`src/rtl/uart_pkg.sv`:
```
// Shared definitions for the UART receive controller: FSM states, data width, default FIFO depth.
package uart_pkg;

  localparam int UART_DATA_W = 8;
  localparam int UART_DEPTH  = 8;

  typedef enum logic [1:0] {
    IDLE    = 2'd0,
    ARMED   = 2'd1,
    CAPTURE = 2'd2
  } rx_state_e;

endpackage

```
`src/rtl/uart_rx_fifo.sv`:
```
// First-word-fall-through byte FIFO; pointers carry one extra wrap bit so level = wr_ptr - rd_ptr.
module uart_rx_fifo #(
  parameter int DEPTH = 8,
  parameter int WIDTH = 8
) (
  input  logic                     clk,
  input  logic                     rst_n,
  input  logic                     push,
  input  logic                     pop,
  input  logic [WIDTH-1:0]         wdata,
  output logic [WIDTH-1:0]         rdata,
  output logic                     full,
  output logic                     empty,
  output logic [$clog2(DEPTH):0]   level
);

  localparam int AW = $clog2(DEPTH);
  localparam logic [AW:0] FULL_LEVEL = (AW+1)'(DEPTH);

  logic [AW:0]      wr_ptr;
  logic [AW:0]      rd_ptr;
  logic [WIDTH-1:0] mem [DEPTH];
  logic             do_wr;
  logic             do_rd;

  assign level = wr_ptr - rd_ptr;
  assign empty = (level == '0);
  assign full  = (level == FULL_LEVEL);

  // A pop frees the slot in the same cycle, so a full FIFO still accepts a simultaneous push.
  assign do_rd = pop && !empty;
  assign do_wr = push && (!full || do_rd);

  assign rdata = empty ? '0 : mem[rd_ptr[AW-1:0]];

  always_ff @(posedge clk or negedge rst_n) begin
    if (!rst_n) begin
      wr_ptr <= '0;
      rd_ptr <= '0;
    end else begin
      if (do_wr) wr_ptr <= wr_ptr + 1'b1;
      if (do_rd) rd_ptr <= rd_ptr + 1'b1;
    end
  end

  always_ff @(posedge clk) begin
    if (do_wr) mem[wr_ptr[AW-1:0]] <= wdata;
  end

endmodule

```
`src/rtl/uart_rx_ctrl.sv`:
```
// UART receive sequencer: arms the receiver, catches rdy rising edges, buffers bytes for the host.
// Optional idle timeout output is built when UART_RX_TIMEOUT_EN is defined.
module uart_rx_ctrl
  import uart_pkg::*;
#(
  parameter int DEPTH          = UART_DEPTH,
  parameter int TIMEOUT_CYCLES = 64
) (
  input  logic                     clk,
  input  logic                     rst_n,
  input  logic                     enable,
  output logic                     rx_en,
  input  logic                     rx_rdy,
  input  logic [UART_DATA_W-1:0]   rx_data,
  output logic [UART_DATA_W-1:0]   out_data,
  output logic                     out_valid,
  input  logic                     out_ready,
  output logic [$clog2(DEPTH):0]   level,
  output logic                     overrun,
  input  logic                     clr_ovr
`ifdef UART_RX_TIMEOUT_EN
  ,
  output logic                     timeout
`endif
);

  rx_state_e              state;
  rx_state_e              state_nxt;
  logic                   rdy_q;
  logic                   capture;
  logic                   push;
  logic                   pop;
  logic                   full;
  logic                   empty;
  logic [UART_DATA_W-1:0] data_q;

  assign capture   = rx_rdy && !rdy_q && (state == ARMED);
  assign push      = (state == CAPTURE);
  assign pop       = out_ready && !empty;
  assign out_valid = !empty;

  always_ff @(posedge clk or negedge rst_n) begin
    if (!rst_n) begin
      state   <= IDLE;
      rdy_q   <= 1'b0;
      rx_en   <= 1'b0;
      data_q  <= '0;
      overrun <= 1'b0;
    end else begin
      state <= state_nxt;
      rdy_q <= rx_rdy;
      // Follows the state one cycle late so the receiver sees a clean registered enable.
      rx_en <= (state != IDLE);
      if (capture) data_q <= rx_data;
      if (push && full && !out_ready) overrun <= 1'b1;
      else if (clr_ovr)               overrun <= 1'b0;
    end
  end

  always_comb begin
    state_nxt = state;
    unique case (state)
      IDLE:    if (enable) state_nxt = ARMED;
      ARMED:   if (!enable) state_nxt = IDLE;
               else if (capture) state_nxt = CAPTURE;
      CAPTURE: state_nxt = enable ? ARMED : IDLE;
      default: state_nxt = IDLE;
    endcase
  end

  uart_rx_fifo #(
    .DEPTH (DEPTH),
    .WIDTH (UART_DATA_W)
  ) u_fifo (
    .clk   (clk),
    .rst_n (rst_n),
    .push  (push),
    .pop   (pop),
    .wdata (data_q),
    .rdata (out_data),
    .full  (full),
    .empty (empty),
    .level (level)
  );

`ifdef UART_RX_TIMEOUT_EN
  localparam logic [15:0] TIMEOUT_LIMIT = 16'(TIMEOUT_CYCLES);

  logic [15:0] idle_cnt;

  always_ff @(posedge clk or negedge rst_n) begin
    if (!rst_n) begin
      idle_cnt <= '0;
    end else if (push || pop || empty) begin
      idle_cnt <= '0;
    end else if (idle_cnt != TIMEOUT_LIMIT) begin
      idle_cnt <= idle_cnt + 16'd1;
    end
  end

  assign timeout = (idle_cnt == TIMEOUT_LIMIT);
`endif

endmodule

```
`config.mk`:
```
export PLATFORM = sky130hd
export DESIGN_NAME = uart_rx_ctrl
export DESIGN_NICKNAME = d
export VERILOG_FILES = /design/src/rtl/uart_pkg.sv /design/src/rtl/uart_rx_fifo.sv /design/src/rtl/uart_rx_ctrl.sv
export SDC_FILE = /design/constraint.sdc
export NUM_CORES = 1
export LEC_CHECK = 0
export CAP_MARGIN = 20
export CORE_MARGIN = 8
export CORE_UTILIZATION = 44
export CTS_CLUSTER_DIAMETER = 150
export DETAILED_ROUTE_END_ITERATION = 8
export REMOVE_ABC_BUFFERS = 1
export SLEW_MARGIN = 25
export SYNTH_ARGS = -nofsm -noshare
export SYNTH_HDL_FRONTEND = slang
export SYNTH_SLANG_ARGS = --single-unit
```
`constraint.sdc`:
```
create_clock -name clk -period 3.52 [get_ports clk]
set_clock_uncertainty 0.1 [all_clocks]
set_input_delay 0.704 -clock clk [delete_from_list [all_inputs] [get_ports clk]]
set_output_delay 0.704 -clock clk [all_outputs]
set_load 0.1 [all_outputs]
```
# Word level (Yosys, flattened, before mapping)
# Memory sizes are Yosys's and may differ from the RTL's.
# Cells that the tools add are included.
# W data, S select, Z words.
[totals] reg_bits=21 elab_cells=43 output_inout_bits=15 ramBits=64 mem_count=1 inputBits=14
[mem_list] memory="u_fifo.mem" words=8 word_bits=8 rd=1 rd_ports_with_merged_regs=0 wr=1 line="uart_rx_fifo.sv:22" text="logic [WIDTH-1:0] mem [DEPTH];"
[op_classes] n_addsub=3 eq_ne=5 muxes=10 reduce_logical=17
[op_table] cell="$add A4 B1 Y4 const B" n=2
[op_table] cell="$mux W8" n=1
[op_table] cell="$logic_and A1 B1 Y1" n=7
[op_table] cell="$mux W2" n=3
[op_table] cell="$pmux W2 S3" n=1
[op_table] cell="$mux W1" n=5
[op_table] cell="$eq A4 B4 Y1 const B" n=1
[op_table] cell="$logic_not A1 Y1" n=4
[op_table] cell="$logic_not A4 Y1" n=1
[op_table] cell="$reduce_bool A2 Y1" n=2
[op_table] cell="$sub A4 B4 Y4" n=1
[op_table] cell="$ne A3 B3 Y1 const B" n=1
[op_table] cell="$eq A2 B1 Y1 const B" n=1
[op_table] cell="$eq A2 B2 Y1 const B" n=1
[op_table] cell="$logic_not A2 Y1" n=1
[op_table] cell="$ne A2 B2 Y1 const B" n=1
[op_table] cell="$reduce_and A2 Y1" n=1
[op_table] cell="$logic_or A1 B1 Y1" n=1

# Logic depth before layout (Yosys ltp)
[logic_depth] word_depth=9 depth_mapped=12 ltp_nobuf=10

# Cells and area by module
# A second synthesis with hierarchy kept.
[hier_totals] cells_unflattened=203 area_unflattened_um2=3525.9
[by_module_without_submodules] mod="uart_rx_fifo" seq_area_each_um2=2122.0 area_each_um2=2990.4 cells_per_inst=169 instances=1
[by_module_without_submodules] mod="uart_rx_ctrl" seq_area_each_um2=325.3 area_each_um2=535.5 cells_per_inst=34 instances=1

# Worst setup path after synthesis
# No wires, ideal clock.
[synth_path] kind="reg-to-output" from="register u_fifo.rd_ptr[1]" to="output port out_data[0]" path_stages_with_launch=9 setup_slack_ns=-2.152 required_ns=2.716 path_buffers=2 t_arrival_ns=4.868 cell_sequence="dfrtp_1 -> clkbuf_1 -> buf_2 -> inv_1 -> fa_1 -> xor2_1 -> or3_1 -> nor2_8 -> a21oi_1"
[synth_between] elab_chain_len=3 elab_cells_between_ends=4 classes_between="add/sub: 1; mux: 1; reduce/logical: 1; memory: 1"
[synth_rtl] item="start: declaration" line="uart_rx_fifo.sv:21" text="logic [AW:0] rd_ptr;"
[synth_rtl] item="start signal: assignment" line="uart_rx_fifo.sv:42" text="if (do_rd) rd_ptr <= rd_ptr + 1'b1;"
[synth_rtl] item="$sub A4 B4 Y4" line="uart_rx_fifo.sv:26" text="assign level = wr_ptr - rd_ptr;"
[synth_rtl] item="net level[2]" line="uart_rx_ctrl.sv:18" text="output logic [$clog2(DEPTH):0] level,"
[synth_rtl] item="$logic_not A4 Y1" line="uart_rx_fifo.sv:27" text="assign empty = (level == '0);"
[synth_rtl] item="$mux W8" line="uart_rx_fifo.sv:34" text="assign rdata = empty ? '0 : mem[rd_ptr[AW-1:0]];"
[synth_rtl] item="end: declaration" line="uart_rx_ctrl.sv:15" text="output logic [UART_DATA_W-1:0] out_data,"
# The timed path passes the listed nets, and every way through them passes these cells.

# Worst setup path after layout
[layout_path] from="register u_fifo.wr_ptr[0]" to="output port out_data[5]"
[layout_between] elab_chain_len=3
[layout_rtl] item="start: declaration" line="uart_rx_fifo.sv:20" text="logic [AW:0] wr_ptr;"
[layout_rtl] item="start signal: assignment" line="uart_rx_fifo.sv:41" text="if (do_wr) wr_ptr <= wr_ptr + 1'b1;"
[layout_rtl] item="$sub A4 B4 Y4" line="uart_rx_fifo.sv:26"
[layout_rtl] item="$logic_not A4 Y1" line="uart_rx_fifo.sv:27"
[layout_rtl] item="$mux W8" line="uart_rx_fifo.sv:34"
# No other way between the ends.

==> impl_metrics.json <==
{
  "clockBufferDepth": 2,
  "clk_pin_slew_ns": 0.08,
  "core_sq_um": 7770,
  "synth_edf_count": 64,
  "yosysSeqAreaShare": 0.692,
  "grt.overflow.total": 0,
  "initial_core_util": 0.455,
  "slew_headroom": 0.563,
  "grt_pass1_wl_mm": 10.6,
  "stdcell_count": 356,
  "ant_nets": 0,
  "num_antenna_cells": 0,
  "synth-seq-cells": 85,
  "post_cts_buffers": 0,
  "mostFrequentLayoutCells": "edfxtp_1 (64), dfrtp_1 (21), nand2_1 (20), mux4_2 (16), buf_4 (15)",
  "dp_hpwl_mm": 4.36,
  "synth-async-reset-ratio": 0.247,
  "syn_area_sq_um": 3530,
  "insertion_delay_ns": 0.34,
  "ys_types": 42,
  "path_max_fanout": 5,
  "cts_sinks": 85,
  "top_usage_layer": "met2",
  "final_cell_area_sq_um": 4310,
  "vias": 1858,
  "max_clock_freq_mhz": 300,
  "end_kind": "output pin",
  "wl_mm": 6.57,
  "via_per_inst": 5.22,
  "place_congestion": 0.783,
  "drv_cap": 0,
  "grtUsageMet3": 0.0292,
  "synth-main-ff-cell": "edfxtp_1",
  "ctsRootBufferMaster": "clkbuf_8",
  "cpMaxStageDelayCell": "fa_2",
  "ys_warn_count": 0,
  "ctsHoldBuffers": 0,
  "final-hold-violation-count": 0,
  "tns_ns": 0,
  "grt_max_degree": 22,
  "drv_slew": 0,
  "layout.nets": 269,
  "syn_to_final_growth_pct": 21.8,
  "placed_area_sq_um": 4100,
  "drive_gt1_frac": 0.315,
  "fin_crit_sh": 0.947,
  "io_pins": 29,
  "grt_usage": 0.125,
  "arrival_ns": 2.53,
  "drc_errors": 0,
  "fp.dieH_um": 106,
  "min_period_ns": 3.33,
  "dieArea_sq_um": 11200,
  "max_stage_delay_ns": 0.47,
  "worstPathRequired_ns": 2.72,
  "final-setup-viol-count": 0,
  "hp-class": "in2async",
  "path_cells": "inv_2 > ha_1 > inv_1 > fa_2 > or3_4 > nor2_4 > a21oi_1 > buf_12",
  "rows": 32,
  "io_buffers": 28,
  "die_w_um": 106,
  "tightest_slew_ns": 0.649,
  "synthCells": 205,
  "outcome": "finished clean",
  "final_common_cell": "edfxtp_1",
  "grt_pass1_vias": 1954,
  "numCtsBuffers": 9,
  "critPathKind": "reg2out",
  "use_met2": 0.180,
  "tritoncts": "done",
  "gr-usage-met1": 0.172,
  "first_iter_violations": 56,
  "placed_cells": 339,
  "cp-start-kind": "flip-flop",
  "synth.avg_cell_area_sq_um": 17.2,
  "wl_per_cell_um": 18.5,
  "drt_first_pass_iters": 4,
  "cts_max_level": 3,
  "rsz0062_at_grt": "no",
  "antenna_found_initial": 0
}
==> area by class of cell <==
type | count | area, sq um
repair buffers | 40 | 478
clock buffers | 12 | 135
flip-flops and latches | 85 | 2450
fillers | 641 | 3460
clock inverters | 4 | 50.0
well taps | 102 | 128
inverters | 7 | 28.8
multi-input cells | 106 | 1040
==> per-stage QoR <==
step	util	setup WS (ns)	hold WS, ns
after floorplan	-	-2.38	0.308
final	0.554	0.187	0.211
after global routing	0.554	0.0122	0.225
after detailed placement	0.528	0.334	0.423
after CTS	0.553	0.0208	0.434
after global placement	0.528	0.346	0.432
==> Yosys cell counts (2+ instances only) <==
master	n	area share
nor3b_1	3	0.0064
a21oi_1	13	0.018
mux4_2	16	0.10
mux2_2	8	0.025
nor2_1	2	0.0021
xor2_1	2	0.0050
clkbuf_1	4	0.0042
mux2_1	2	0.0064
edfxtp_1	64	0.54
nand2_1	20	0.021
nor3_1	2	0.0028
inv_1	5	0.0053
dfrtp_1	21	0.15
nand3_1	2	0.0028
or3_1	2	0.0035
and3_4	2	0.0064
buf_2	3	0.0042
ha_1	5	0.018
xnor2_1	5	0.012
and4b_1	2	0.0057
==> routing by layer <==
| metal | routed length (um) | vias to the layer above | part of all wire |
|---|---|---|---|
| li1 | - | 875 | - |
| met1 | 3200 | 942 | 0.49 |
| met2 | 3090 | 30 | 0.47 |
| met3 | 166 | 11 | 0.025 |
| met4 | 114 | 0 | 0.017 |
| met5 | 0 | - | 0 |
==> timing repair <==
action,CTS,global route
pin swaps,0,3
gates resized for setup,1,3
endpoints found under the setup margin,8,9
cloned,0,1
==> cell families (layout without fill, tap and decap cells) <==
kind of cell | Yosys count | count (layout) | share of synthesized area
adders and majority gates | 6 | 6 | 0.0234
buffers and inverters | 15 | 63 | 0.0198
AOI/OAI and AO/OA | 18 | 18 | 0.0287
and+or+nand+nor | 47 | 48 | 0.0800
DFF | 85 | 85 | 0.692
muxes | 26 | 26 | 0.134
xor gates and xnor gates | 8 | 8 | 0.0219
==> critical path, delay by kind of cell (launching register included) <==
kind,cells,cell delay [ns]
AO/OA/AOI/OAI,1,0.11
adder cells (fa/ha/maj),2,0.66
buffers and inverters,3,0.33
flip-flops,1,0.39
AND/OR/NAND/NOR,2,0.69
==> registers in the layout, indices dropped and copies added, names as in the netlist <==
| name | flops |
|---|---|
| rdy_q | 1 |
| data_q | 8 |
| u_fifo.rd_ptr | 4 |
| rx_en | 1 |
| state | 2 |
| u_fifo.mem | 64 |
| u_fifo.wr_ptr | 4 |
| overrun | 1 |
==> worst paths after layout <==
path / startpoint / slack [ns] / to / cells past startpoint
worst max register to register: u_fifo.wr_ptr[0] / 0.48 / u_fifo.mem[2][5] / 11
worst min register to register: overrun / 0.43 / overrun / 2
worst max-delay path: u_fifo.wr_ptr[0] / 0.19 / out_data[5] / 8
worst min-delay path: rst_n / 0.21 / data_q[2] / 1
min in group clk: overrun / 0.43 / overrun / 2
max in group asynchronous: rst_n / 2.76 / u_fifo.wr_ptr[0] / 1
Power is left out: the tool's default activity adds up to more than one toggle a clock period on the data nets, which glitch-free logic cannot reach.
